## src/rtl/easyaxi_rd_arb_pkg.sv

```systemverilog
// Shared AXI widths, the AR payload struct, arbiter state type and round-robin helper.
// Latency: n/a (types and constants only).
// Backpressure: n/a.

`ifndef AXI_ID_W
`define AXI_ID_W 4
`endif
`ifndef AXI_ADDR_W
`define AXI_ADDR_W 32
`endif
`ifndef AXI_LEN_W
`define AXI_LEN_W 8
`endif
`ifndef AXI_SIZE_W
`define AXI_SIZE_W 3
`endif
`ifndef AXI_BURST_W
`define AXI_BURST_W 2
`endif
`ifndef AXI_DATA_W
`define AXI_DATA_W 32
`endif
`ifndef AXI_RESP_W
`define AXI_RESP_W 2
`endif
`ifndef AXI_BURST_FIXED
`define AXI_BURST_FIXED 2'b00
`define AXI_BURST_INCR 2'b01
`define AXI_BURST_WRAP 2'b10
`endif
`ifndef AXI_RESP_OKAY
`define AXI_RESP_OKAY 2'b00
`define AXI_RESP_EXOKAY 2'b01
`define AXI_RESP_SLVERR 2'b10
`define AXI_RESP_DECERR 2'b11
`endif

package easyaxi_rd_arb_pkg;

    localparam int AXI_ID_W    = `AXI_ID_W;
    localparam int AXI_ADDR_W  = `AXI_ADDR_W;
    localparam int AXI_LEN_W   = `AXI_LEN_W;
    localparam int AXI_SIZE_W  = `AXI_SIZE_W;
    localparam int AXI_BURST_W = `AXI_BURST_W;
    localparam int AXI_DATA_W  = `AXI_DATA_W;
    localparam int AXI_RESP_W  = `AXI_RESP_W;

    // One master's AR payload, field order matches the concatenation in the top.
    typedef struct packed {
        logic [AXI_ID_W-1:0]    id;
        logic [AXI_ADDR_W-1:0]  addr;
        logic [AXI_LEN_W-1:0]   len;
        logic [AXI_SIZE_W-1:0]  size;
        logic [AXI_BURST_W-1:0] burst;
    } ar_t;

    // LOCKED pins the grant while an offered AR waits for slv_arready.
    typedef enum logic {
        ARB_UNLOCKED = 1'b0,
        ARB_LOCKED   = 1'b1
    } arb_state_t;

    // Single-step modulo for indices below 2*n, avoids a divider.
    function automatic int rr_wrap(input int idx, input int n);
        return (idx >= n) ? (idx - n) : idx;
    endfunction

endpackage

```

## src/rtl/easyaxi_ord_fifo.sv

```systemverilog
// Order FIFO holding granted master indices, head names the current R burst owner.
// Latency: push visible at dout/cnt the cycle after; dout is a combinational read of the head.
// Backpressure: caller must not push when full or pop when empty; a pop never frees a same-cycle push.

module easyaxi_ord_fifo
    import easyaxi_rd_arb_pkg::*;
#(
    parameter int WIDTH = 2,
    parameter int DEPTH = 8,
    localparam int PTR_W = $clog2(DEPTH),
    localparam int CNT_W = $clog2(DEPTH) + 1
) (
    input  logic             clk,
    input  logic             rst,
    input  logic             push,
    input  logic [WIDTH-1:0] din,
    input  logic             pop,
    output logic [WIDTH-1:0] dout,
    output logic             full,
    output logic             empty,
    output logic [CNT_W-1:0] cnt
);

    logic [WIDTH-1:0] r_mem [DEPTH];
    logic [PTR_W-1:0] r_wr_ptr;
    logic [PTR_W-1:0] r_rd_ptr;
    logic [CNT_W-1:0] r_cnt;

    assign dout  = r_mem[r_rd_ptr];
    assign full  = (r_cnt == CNT_W'(DEPTH));
    assign empty = (r_cnt == '0);
    assign cnt   = r_cnt;

    // Storage write; contents need no reset because occupancy gates every read.
    always_ff @(posedge clk) begin
        if (push) begin
            r_mem[r_wr_ptr] <= din;
        end
    end

    // Pointers wrap naturally at DEPTH; count tracks push/pop with push+pop holding steady.
    always_ff @(posedge clk or posedge rst) begin
        if (rst) begin
            r_wr_ptr <= '0;
            r_rd_ptr <= '0;
            r_cnt    <= '0;
        end else begin
            if (push) begin
                r_wr_ptr <= r_wr_ptr + PTR_W'(1);
            end
            if (pop) begin
                r_rd_ptr <= r_rd_ptr + PTR_W'(1);
            end
            if (push && !pop) begin
                r_cnt <= r_cnt + CNT_W'(1);
            end else if (pop && !push) begin
                r_cnt <= r_cnt - CNT_W'(1);
            end
        end
    end

    a_no_push_full: assert property (@(posedge clk) disable iff (rst) !(push && full));

endmodule

```

## src/rtl/easyaxi_rd_arb.sv

```systemverilog
// Round-robin AR arbiter for NUM_MST masters onto one in-order read slave, R routed by an order FIFO.
// Latency: zero; AR and R paths are combinational muxes, FIFO bookkeeping updates on the clock.
// Backpressure: AR held locked on its master until slv_arready; AR blocked when OST_DEPTH bursts are outstanding; R stalls on the owner's rready.

module easyaxi_rd_arb
    import easyaxi_rd_arb_pkg::*;
#(
    parameter int NUM_MST   = 4,
    parameter int OST_DEPTH = 8,
    localparam int IDX_W = $clog2(NUM_MST),
    localparam int CNT_W = $clog2(OST_DEPTH) + 1
) (
    input  logic                           clk,
    input  logic                           rst,
    input  logic [NUM_MST-1:0]             mst_arvalid,
    output logic [NUM_MST-1:0]             mst_arready,
    input  logic [NUM_MST*AXI_ID_W-1:0]    mst_arid,
    input  logic [NUM_MST*AXI_ADDR_W-1:0]  mst_araddr,
    input  logic [NUM_MST*AXI_LEN_W-1:0]   mst_arlen,
    input  logic [NUM_MST*AXI_SIZE_W-1:0]  mst_arsize,
    input  logic [NUM_MST*AXI_BURST_W-1:0] mst_arburst,
    output logic [NUM_MST-1:0]             mst_rvalid,
    input  logic [NUM_MST-1:0]             mst_rready,
    output logic [AXI_ID_W-1:0]            mst_rid,
    output logic [AXI_DATA_W-1:0]          mst_rdata,
    output logic [AXI_RESP_W-1:0]          mst_rresp,
    output logic                           mst_rlast,
    output logic                           slv_arvalid,
    input  logic                           slv_arready,
    output logic [AXI_ID_W-1:0]            slv_arid,
    output logic [AXI_ADDR_W-1:0]          slv_araddr,
    output logic [AXI_LEN_W-1:0]           slv_arlen,
    output logic [AXI_SIZE_W-1:0]          slv_arsize,
    output logic [AXI_BURST_W-1:0]         slv_arburst,
    input  logic                           slv_rvalid,
    input  logic [AXI_ID_W-1:0]            slv_rid,
    input  logic [AXI_DATA_W-1:0]          slv_rdata,
    input  logic [AXI_RESP_W-1:0]          slv_rresp,
    input  logic                           slv_rlast,
    output logic                           slv_rready,
    output logic [CNT_W-1:0]               ost_cnt
);

    arb_state_t       r_state;
    arb_state_t       w_state_nxt;
    logic [IDX_W-1:0] r_lock_idx;
    logic [IDX_W-1:0] r_rr_ptr;
    logic [IDX_W-1:0] w_rr_grant;
    logic [IDX_W-1:0] w_grant;
    logic [IDX_W-1:0] w_head;
    logic             w_slv_arvalid;
    logic             w_push;
    logic             w_pop;
    logic             w_fifo_full;
    logic             w_fifo_empty;
    ar_t              w_ar [NUM_MST];
    ar_t              w_ar_sel;

    // Unpack each master's AR slice into a struct so the mux is a single array select.
    for (genvar k = 0; k < NUM_MST; k++) begin : g_ar_slice
        assign w_ar[k] = {mst_arid[k*AXI_ID_W +: AXI_ID_W],
                          mst_araddr[k*AXI_ADDR_W +: AXI_ADDR_W],
                          mst_arlen[k*AXI_LEN_W +: AXI_LEN_W],
                          mst_arsize[k*AXI_SIZE_W +: AXI_SIZE_W],
                          mst_arburst[k*AXI_BURST_W +: AXI_BURST_W]};
    end

    // First requesting master at or after the rr pointer; descending scan so the nearest wins.
    always_comb begin : p_rr_search
        logic [IDX_W-1:0] idx;
        idx        = '0;
        w_rr_grant = r_rr_ptr;
        for (int i = NUM_MST - 1; i >= 0; i--) begin
            idx = IDX_W'(rr_wrap(int'(r_rr_ptr) + i, NUM_MST));
            if (mst_arvalid[idx]) begin
                w_rr_grant = idx;
            end
        end
    end

    assign w_grant     = (r_state == ARB_LOCKED) ? r_lock_idx : w_rr_grant;
    assign w_ar_sel    = w_ar[w_grant];
    assign slv_arid    = w_ar_sel.id;
    assign slv_araddr  = w_ar_sel.addr;
    assign slv_arlen   = w_ar_sel.len;
    assign slv_arsize  = w_ar_sel.size;
    assign slv_arburst = w_ar_sel.burst;
    assign slv_arvalid = w_slv_arvalid;
    assign w_push      = w_slv_arvalid & slv_arready;

    // Lock FSM next state and AR valid; only UNLOCKED looks at FIFO space, so a lock never starts while full.
    always_comb begin
        w_state_nxt   = r_state;
        w_slv_arvalid = 1'b0;
        case (r_state)
            ARB_UNLOCKED: begin
                w_slv_arvalid = ~w_fifo_full & (|mst_arvalid);
                if (w_slv_arvalid && !slv_arready) begin
                    w_state_nxt = ARB_LOCKED;
                end
            end
            ARB_LOCKED: begin
                w_slv_arvalid = 1'b1;
                if (slv_arready) begin
                    w_state_nxt = ARB_UNLOCKED;
                end
            end
            default: w_state_nxt = ARB_UNLOCKED;
        endcase
    end

    // Ready goes only to the granted master, and only on an actual handshake.
    always_comb begin
        mst_arready          = '0;
        mst_arready[w_grant] = w_push;
    end

    // State register, lock index capture on entering LOCKED, and rr advance past each winner.
    always_ff @(posedge clk or posedge rst) begin
        if (rst) begin
            r_state    <= ARB_UNLOCKED;
            r_lock_idx <= '0;
            r_rr_ptr   <= '0;
        end else begin
            r_state <= w_state_nxt;
            if ((r_state == ARB_UNLOCKED) && (w_state_nxt == ARB_LOCKED)) begin
                r_lock_idx <= w_grant;
            end
            if (w_push) begin
                r_rr_ptr <= IDX_W'(rr_wrap(int'(w_grant) + 1, NUM_MST));
            end
        end
    end

    // R routing: FIFO head owns the channel; nobody sees rvalid while nothing is outstanding.
    always_comb begin
        mst_rvalid = '0;
        slv_rready = 1'b0;
        if (!w_fifo_empty) begin
            mst_rvalid[w_head] = slv_rvalid;
            slv_rready         = mst_rready[w_head];
        end
    end

    assign w_pop     = slv_rvalid & slv_rready & slv_rlast;
    assign mst_rid   = slv_rid;
    assign mst_rdata = slv_rdata;
    assign mst_rresp = slv_rresp;
    assign mst_rlast = slv_rlast;

    easyaxi_ord_fifo #(
        .WIDTH (IDX_W),
        .DEPTH (OST_DEPTH)
    ) u_ord_fifo (
        .clk   (clk),
        .rst   (rst),
        .push  (w_push),
        .din   (w_grant),
        .pop   (w_pop),
        .dout  (w_head),
        .full  (w_fifo_full),
        .empty (w_fifo_empty),
        .cnt   (ost_cnt)
    );

    a_rvalid_owned: assert property (@(posedge clk) disable iff (rst) !(slv_rvalid && w_fifo_empty));

endmodule
```

## config.mk

```make
export PLATFORM = sky130hd
export DESIGN_NAME = easyaxi_rd_arb
export DESIGN_NICKNAME = d
export VERILOG_FILES = /design/src/rtl/easyaxi_rd_arb_pkg.sv /design/src/rtl/easyaxi_ord_fifo.sv /design/src/rtl/easyaxi_rd_arb.sv
export SDC_FILE = /design/constraint.sdc
export NUM_CORES = 1
export LEC_CHECK = 0
export ABC_CLOCK_PERIOD_IN_PS = 3400
export CELL_PAD_IN_SITES_DETAIL_PLACEMENT = 1
export CELL_PAD_IN_SITES_GLOBAL_PLACEMENT = 1
export CORE_MARGIN = 2
export CORE_UTILIZATION = 19
export CTS_BUF_LIST = sky130_fd_sc_hd__clkbuf_8
export DETAILED_ROUTE_END_ITERATION = 10
export PLACE_DENSITY_LB_ADDON = 0.1
export SLEW_MARGIN = 20
export SYNTH_ARGS = -nofsm -noshare
export SYNTH_HDL_FRONTEND = slang
export SYNTH_HIERARCHICAL = 1
export SYNTH_SLANG_ARGS = --single-unit
```

## constraint.sdc

```tcl
create_clock -name clk -period 3.4 [get_ports clk]
set_input_delay 0.51 -clock clk [delete_from_list [all_inputs] [get_ports clk]]
set_output_delay 0.51 -clock clk [all_outputs]
set_load 0.1 [all_outputs]
```

# Word-level counts from Yosys, hierarchy flattened
# Memories as Yosys holds them, arrays and structs flattened.
# Cells that the tools add are included.
dict set report word_totals {
  register_bits 15
  output_inout_bits 102
  inputBits 247
  wordCells 93
  n_memories 1
  ram_bits 16
}
dict set report op_classes {
  magnitude_cmp 14
  n_eq_ne 1
  bitwise 9
  addsub 13
  mux 37
  reduce_logical 12
}
# memory words width rd rd_clocked_by_memory_dff wr line
set mem_list {}
lappend mem_list {u_ord_fifo.r_mem 8 2 1 0 1 easyaxi_ord_fifo.sv:24} ;# logic [WIDTH-1:0] r_mem [DEPTH];
# operator n
set op_table {}
lappend op_table {{binary-select mux 49 bit (select 2 bit)} 1}
lappend op_table {{2-to-1 mux 49 bit} 2}
lappend op_table {{2-to-1 mux 2 bit} 10}
lappend op_table {{less-than comparator 2 x 3 -> 1 bit (second input constant)} 6}
lappend op_table {{>= comparator 3 bit (second input constant)} 5}
lappend op_table {{2-to-1 mux 1 bit} 12}
lappend op_table {{2-to-1 mux 4 bit} 3}
lappend op_table {{binary-select mux 1 bit (select 2 bit)} 5}
lappend op_table {{subtractor 2 x 1 -> 2 bit (second input constant)} 5}
lappend op_table {{AND 4 bit} 2}
lappend op_table {{adder 2 x 1 -> 3 bit (second input constant)} 2}
lappend op_table {{adder 2 x 2 -> 3 bit (second input constant)} 2}
lappend op_table {{adder 3 x 1 -> 3 bit (second input constant)} 2}
lappend op_table {{logical AND 1 bit} 6}
lappend op_table {{adder 4 x 1 -> 4 bit (second input constant)} 1}
lappend op_table {{AND 1 bit} 4}
lappend op_table {{demux 1 bit (select 2 bit)} 2}
lappend op_table {{equality test 4 bit (second input constant)} 1}
lappend op_table {{>= comparator 2 x 1 -> 1 bit (second input constant)} 2}
lappend op_table {{zero test 4 bit} 1}
lappend op_table {{one-hot mux 1 bit (2 select lines)} 2}
lappend op_table {{OR reduction 4 bit} 1}
lappend op_table {{subtractor 4 x 1 -> 4 bit (second input constant)} 1}
lappend op_table {{>= comparator 2 x 3 -> 1 bit (second input constant)} 1}
lappend op_table {{other kinds (4)} 7}

# Depth between registers and ports, before layout
# Gate-level depths: netlist of the first run.
dict set report depth {
  ltp_word 15
  mapped_depth 12
  ltp_nobuf 11
}

# Cells and area by module
# Netlist of the first run, hierarchy kept.
# module area_each_um2 seq_area_each_um2 instances cells_each
set modules_own_cells {}
lappend modules_own_cells {easyaxi_rd_arb 2374.8 125.1 1 256}
lappend modules_own_cells {easyaxi_ord_fifo 1231.2 730.7 1 84}

# Worst setup path before layout of the first run
# No wires, ideal clock.
dict set report synth_timing {
  path_kind {flip-flop to output port}
  from {reg u_ord_fifo.r_cnt[0] (netlist: u_ord_fifo/cnt[0])}
  to {out mst_arready[0]}
  t_required_ns 2.890
  path_slack_ns -1.778
  stages_incl_launch_ff 6
  t_arrival_ns 4.668
  n_path_buf 0
  cell_sequence {dfrtp_1 > nor4b_1 > o21bai_1 > nand2_1 > or2_2 > nor2_1}
}
dict set report synth_via {
  elab_chain_len 6
}
# element line
set synth_lines {}
lappend synth_lines {{from (decl)} easyaxi_ord_fifo.sv:27} ;# logic [CNT_W-1:0] r_cnt;
lappend synth_lines {{from (signal assigned)} easyaxi_ord_fifo.sv:55} ;# r_cnt <= r_cnt + CNT_W'(1);
lappend synth_lines {{from (signal assigned)} easyaxi_ord_fifo.sv:57} ;# r_cnt <= r_cnt - CNT_W'(1);
lappend synth_lines {{equality test 4 bit} easyaxi_ord_fifo.sv:30} ;# assign full = (r_cnt == CNT_W'(DEPTH));
lappend synth_lines {{net w_fifo_full} easyaxi_rd_arb.sv:54} ;# logic w_fifo_full;
lappend synth_lines {{NOT 1 bit} easyaxi_rd_arb.sv:97} ;# w_slv_arvalid = ~w_fifo_full & (|mst_arvalid);
lappend synth_lines {{AND 1 bit} easyaxi_rd_arb.sv:97}
lappend synth_lines {{one-hot mux 1 bit (2 select lines)} easyaxi_rd_arb.sv:95} ;# case (r_state)
lappend synth_lines {{net slv_arvalid} easyaxi_rd_arb.sv:28} ;# output logic slv_arvalid,
lappend synth_lines {{AND 1 bit} easyaxi_rd_arb.sv:89} ;# assign w_push = w_slv_arvalid & slv_arready;
lappend synth_lines {{AND 4 bit (no line)} n/a}
lappend synth_lines {{to (decl)} easyaxi_rd_arb.sv:16} ;# output logic [NUM_MST-1:0] mst_arready,
# The timed path passes the listed nets, and every way through them passes these cells.

# Worst setup path in the final report of the first run
dict set report layout_timing {
  from {in mst_arvalid[2]}
  to {out slv_arlen[5]}
}
dict set report layout_via {
  elab_chain_len 11
}
# element line
set layout_lines {}
lappend layout_lines {{from (decl)} easyaxi_rd_arb.sv:15} ;# input logic [NUM_MST-1:0] mst_arvalid,
lappend layout_lines {{binary-select mux 1 bit (select 2 bit)} easyaxi_rd_arb.sv:75} ;# if (mst_arvalid[idx]) begin
lappend layout_lines {{2-to-1 mux 1 bit (not written as such)} easyaxi_rd_arb.sv:75}
lappend layout_lines {{2-to-1 mux 2 bit (3 in series)} easyaxi_rd_arb.sv:75}
lappend layout_lines {{2-to-1 mux 2 bit *} easyaxi_rd_arb.sv:75}
lappend layout_lines {{2-to-1 mux 2 bit *} easyaxi_rd_arb.sv:81} ;# assign w_grant = (r_state == ARB_LOCKED) ? r_lock_idx : w_rr_grant;
lappend layout_lines {{NOT 2 -> 3 bit (not written as such) *} easyaxi_rd_arb.sv:82} ;# assign w_ar_sel = w_ar[w_grant];
lappend layout_lines {{binary-select mux 49 bit (select 2 bit) *} easyaxi_rd_arb.sv:82}
lappend layout_lines {{2-to-1 mux 49 bit (not written as such) * (2 in series)} easyaxi_rd_arb.sv:82}
lappend layout_lines {{to (decl)} easyaxi_rd_arb.sv:32} ;# output logic [AXI_LEN_W-1:0] slv_arlen,
# Every way passes the cells marked *; elsewhere a longest branch is shown, timed or not. The select of a mux whose other input is x is not followed.

==> parameters.txt, run 1 <==
Parameter                              Value

Worst setup path
  Worst reg-to-reg setup slack    130 ps
  Endpoint kind of the worst setup timing path    output port
  Maximum fanout along the worst path    12
  Critical path class    input port to output port
  Required @ worst endpoint    2890 ps
  Arrival time worst endpoint    2780 ps
  Startpoint types    input port

STA
  Final Skew    5.78 ps
  Portion of the clock cycle consumed by the worst path in the final layout    96.9%
  Final worst path period need    3290 ps
  Number of hold violations in the final report    0
  Worst-Margin Slew    969 ps
  RSZ-0062 raised after global routing    false
  Worst path setup slack after routing    107 ps
  Slew HR    35.2%
  Final Slew Violations    0
  Max Fclk    304 MHz
  Final-layout setup total negative slack    0 ps
  Setup violators final    0

Clocking
  CTS sink count    31
  CTS tree    yes
  Worst skew pair latency    280 ps
  Number of levels in the clock H-tree    2
  Maximum root-to-sink buffer count    2
  Root cell of the clock tree    clkbuf_8
  Register clock-pin slew on the reported worst setup and hold paths    70 ps
  TritonCTS Buffers    5

Drt
  DR pass1 iterations    4
  Routed wire length per instance    18.8 um
  Remaining design rule violation count    0
  Overall via count from detail_route    3561
  Final Routed Wirelength    15500 um
  ANT nets after route    0
  DR vias/cell    4.32
  Initial drt markers    69

Synth
  Number of register bits inferred by synthesis    31
  Simple-gate share of the synthesized area    8.40%
  Number of cells produced by synthesis    340
  Share of the synthesized area in the top cell type    41.1%
  XOR/XNOR share of the synthesized area    1.46%
  Area share of fa/ha/maj cells after synthesis    2.29%
  Count of synthesis-stage warnings from yosys    6
  Cell variety after synth    42
  Share of synthesized registers carrying an async set or reset    48.4%
  Nets in the synthesized netlist    593
  EDFF count, synth    16
  Proportion of synthesized area in mux cells    46.5%
  Post-Synthesis Mean Instance Area    10.6 sq um
  Cells taking the most area after synthesis    mux2i_1, edfxtp_1, dfrtp_1
  Synth Area in Compound Gates    4.09%
  Cell accounting for the most synthesized area    mux2i_1
  Synthesized area    0.00361 sq mm
  Largest family of logic cells by synthesized area    multiplexers
  Primary FF master, synth    edfxtp_1
  Portion of the post-synthesis area used by sequential elements    23.7%

Placed design
  RePlAce Congestion    0.776
  IO buf count    272
  Detailed-placement wirelength estimate    13800 um
  Post-placement setup slack    -58.2 ps
  Placed insts    812

Final layout
  Area grow syn2layout    103%
  Most used cells in the layout excluding fill and tap cells    clkdlybuf4s50_1, mux2i_1, buf_12, buf_4, mux2i_2
  Ant. Diodes    0
  Total Nets Final    842
  Leading cell type in the layout, fill and taps excluded    clkdlybuf4s50_1
  Final standard cell count with taps included and fillers excluded    824
  Share of cells above drive strength 1    25.1%

Die
  Die outline width    142 um
  Floorplan Core Area    0.0186 sq mm
  I/O pin count    349
  Die span in y    142 um
  Die area    0.0201 sq mm
  Rows    50
  Effective utilization at floorplan    19.3%

Global routing
  Initial antenna violation count    0
  Global-route wire length before repair    22800 um
  Via count of the first global-routing pass    3994
  Largest net degree at the start of global routing    23
  Remaining Overflow, GRT    0
  Tot GR Track Use    14.7%

Power and ir drop
  Max VDD drop    557 uV
  Static Leak    0.00299 uW
  Pwr Density    1060 mW/mm^2

Outcome
  Status    finished, final reports clean

Worst hold path
  Type of the tightest min-delay check    input port to asynchronous set/reset pin

Run
  Number of maximum-capacitance constraint violations    0
==> cell families after synthesis <==
family,count (synthesis)
multiplexers,159
buffers and inverters,66
AND/OR/NAND/NOR,56
flip-flops,31
AO/OA/AOI/OAI,16
XOR/XNOR,6
adder cells (fa/ha/maj),6
==> power by group <==
group	total, uW	switching, uW	internal, uW	leakage [uW]
Combinational	6730	4080	2640	0.00261
Clock	356	141	214	0.0000556
Sequential	700	152	548	0.000318
Total	7780	4380	3400	0.00299
==> worst max-delay path: stages <==
cell,delay [ps]
clkdlybuf4s50_1,510
nor2b_1,190
o21a_1,230
o41ai_4,390
buf_12,200
buf_4,210
mux2i_1,300
buf_12,210
==> synth_stat cells, types with 3 or more instances <==
| master | number |
|---|---|
| nand2b_1 | 5 |
| nor4_1 | 3 |
| nor2b_1 | 5 |
| and3_1 | 3 |
| nand3_1 | 3 |
| xnor2_1 | 4 |
| edfxtp_1 | 16 |
| buf_4 | 40 |
| dfrtp_1 | 15 |
| mux2_2 | 6 |
| mux2i_1 | 148 |
| ha_1 | 5 |
| mux4_1 | 4 |
| and3b_1 | 3 |
| buf_6 | 11 |
| a21oi_1 | 4 |
| inv_1 | 7 |
| nor3_1 | 5 |
| nor2_1 | 13 |
| buf_2 | 6 |
| nand2_1 | 8 |
==> worst paths after layout <==
path / start / endpoint / cells past startpoint
max: mst_arvalid[2] / slv_arlen[5] / 8
min: rst / r_state / 2
max reg2reg: u_ord_fifo/r_rd_ptr[0] / u_ord_fifo/cnt[3] / 12
min reg2reg: u_ord_fifo/r_rd_ptr[2] / u_ord_fifo/r_rd_ptr[2] / 1
max in group asynchronous: rst / u_ord_fifo/cnt[2] / 2
min in group clk: u_ord_fifo/r_rd_ptr[2] / u_ord_fifo/r_rd_ptr[2] / 1
==> stage by stage <==
stage / cell area (sq um) / utilization, % / hold slack, ps / total power (uW)
2_1_floorplan: 3720 / - / 289 / 5210
3_3_place_gp: 7110 / 38.2 / 498 / 7310
3_5_place_dp: 7110 / 38.2 / 510 / 7380
4_1_cts: 7230 / 38.8 / 475 / 7760
5_1_grt: 7310 / 39.2 / 500 / 8060
6_report: 7310 / 39.2 / 473 / 7780
==> layout make-up <==
type | instances | area (sq um)
Timing Repair Buffer | 300 | 3600
Sequential cell | 31 | 862
Clock inverter | 3 | 38.8
Multi-Input combinational cell | 243 | 2430
Clock buffer | 5 | 68.8
Inverter | 8 | 30.0
Fill cell | 2033 | 11300
Tap cell | 234 | 293
==> flip-flops by register name (all words and copies together), names as in the netlist <==
register and cells:
u_ord_fifo/r_wr_ptr 3, u_ord_fifo/r_mem 16, r_lock_idx 2, r_rr_ptr 2, r_state 1, u_ord_fifo/cnt 4
u_ord_fifo/r_rd_ptr 3
==> what timing repair did <==
action	4_1_cts	5_1_grt
buffers inserted	1	3
pin swaps	0	2
gates resized for setup	1	10
hold buffers	0	0
setup endpoints to repair	1	19
==> layer usage <==
| layer | wire (um) | GRT usage, % |
|---|---|---|
| met5 | 0 | 0 |
| met4 | 55 | 1.53 |
| met3 | 1770 | 7.36 |
| met2 | 8250 | 28.4 |
| met1 | 5410 | 14.6 |
Note: power is estimated with default switching activity, not from simulation.
==> run 2, diff against run 1 <==
Settings changed: CTS_CLUSTER_DIAMETER from default to 120.
==> results of run 2 <==
No change in the layout: final DEF, timing and power equal those of run 1.
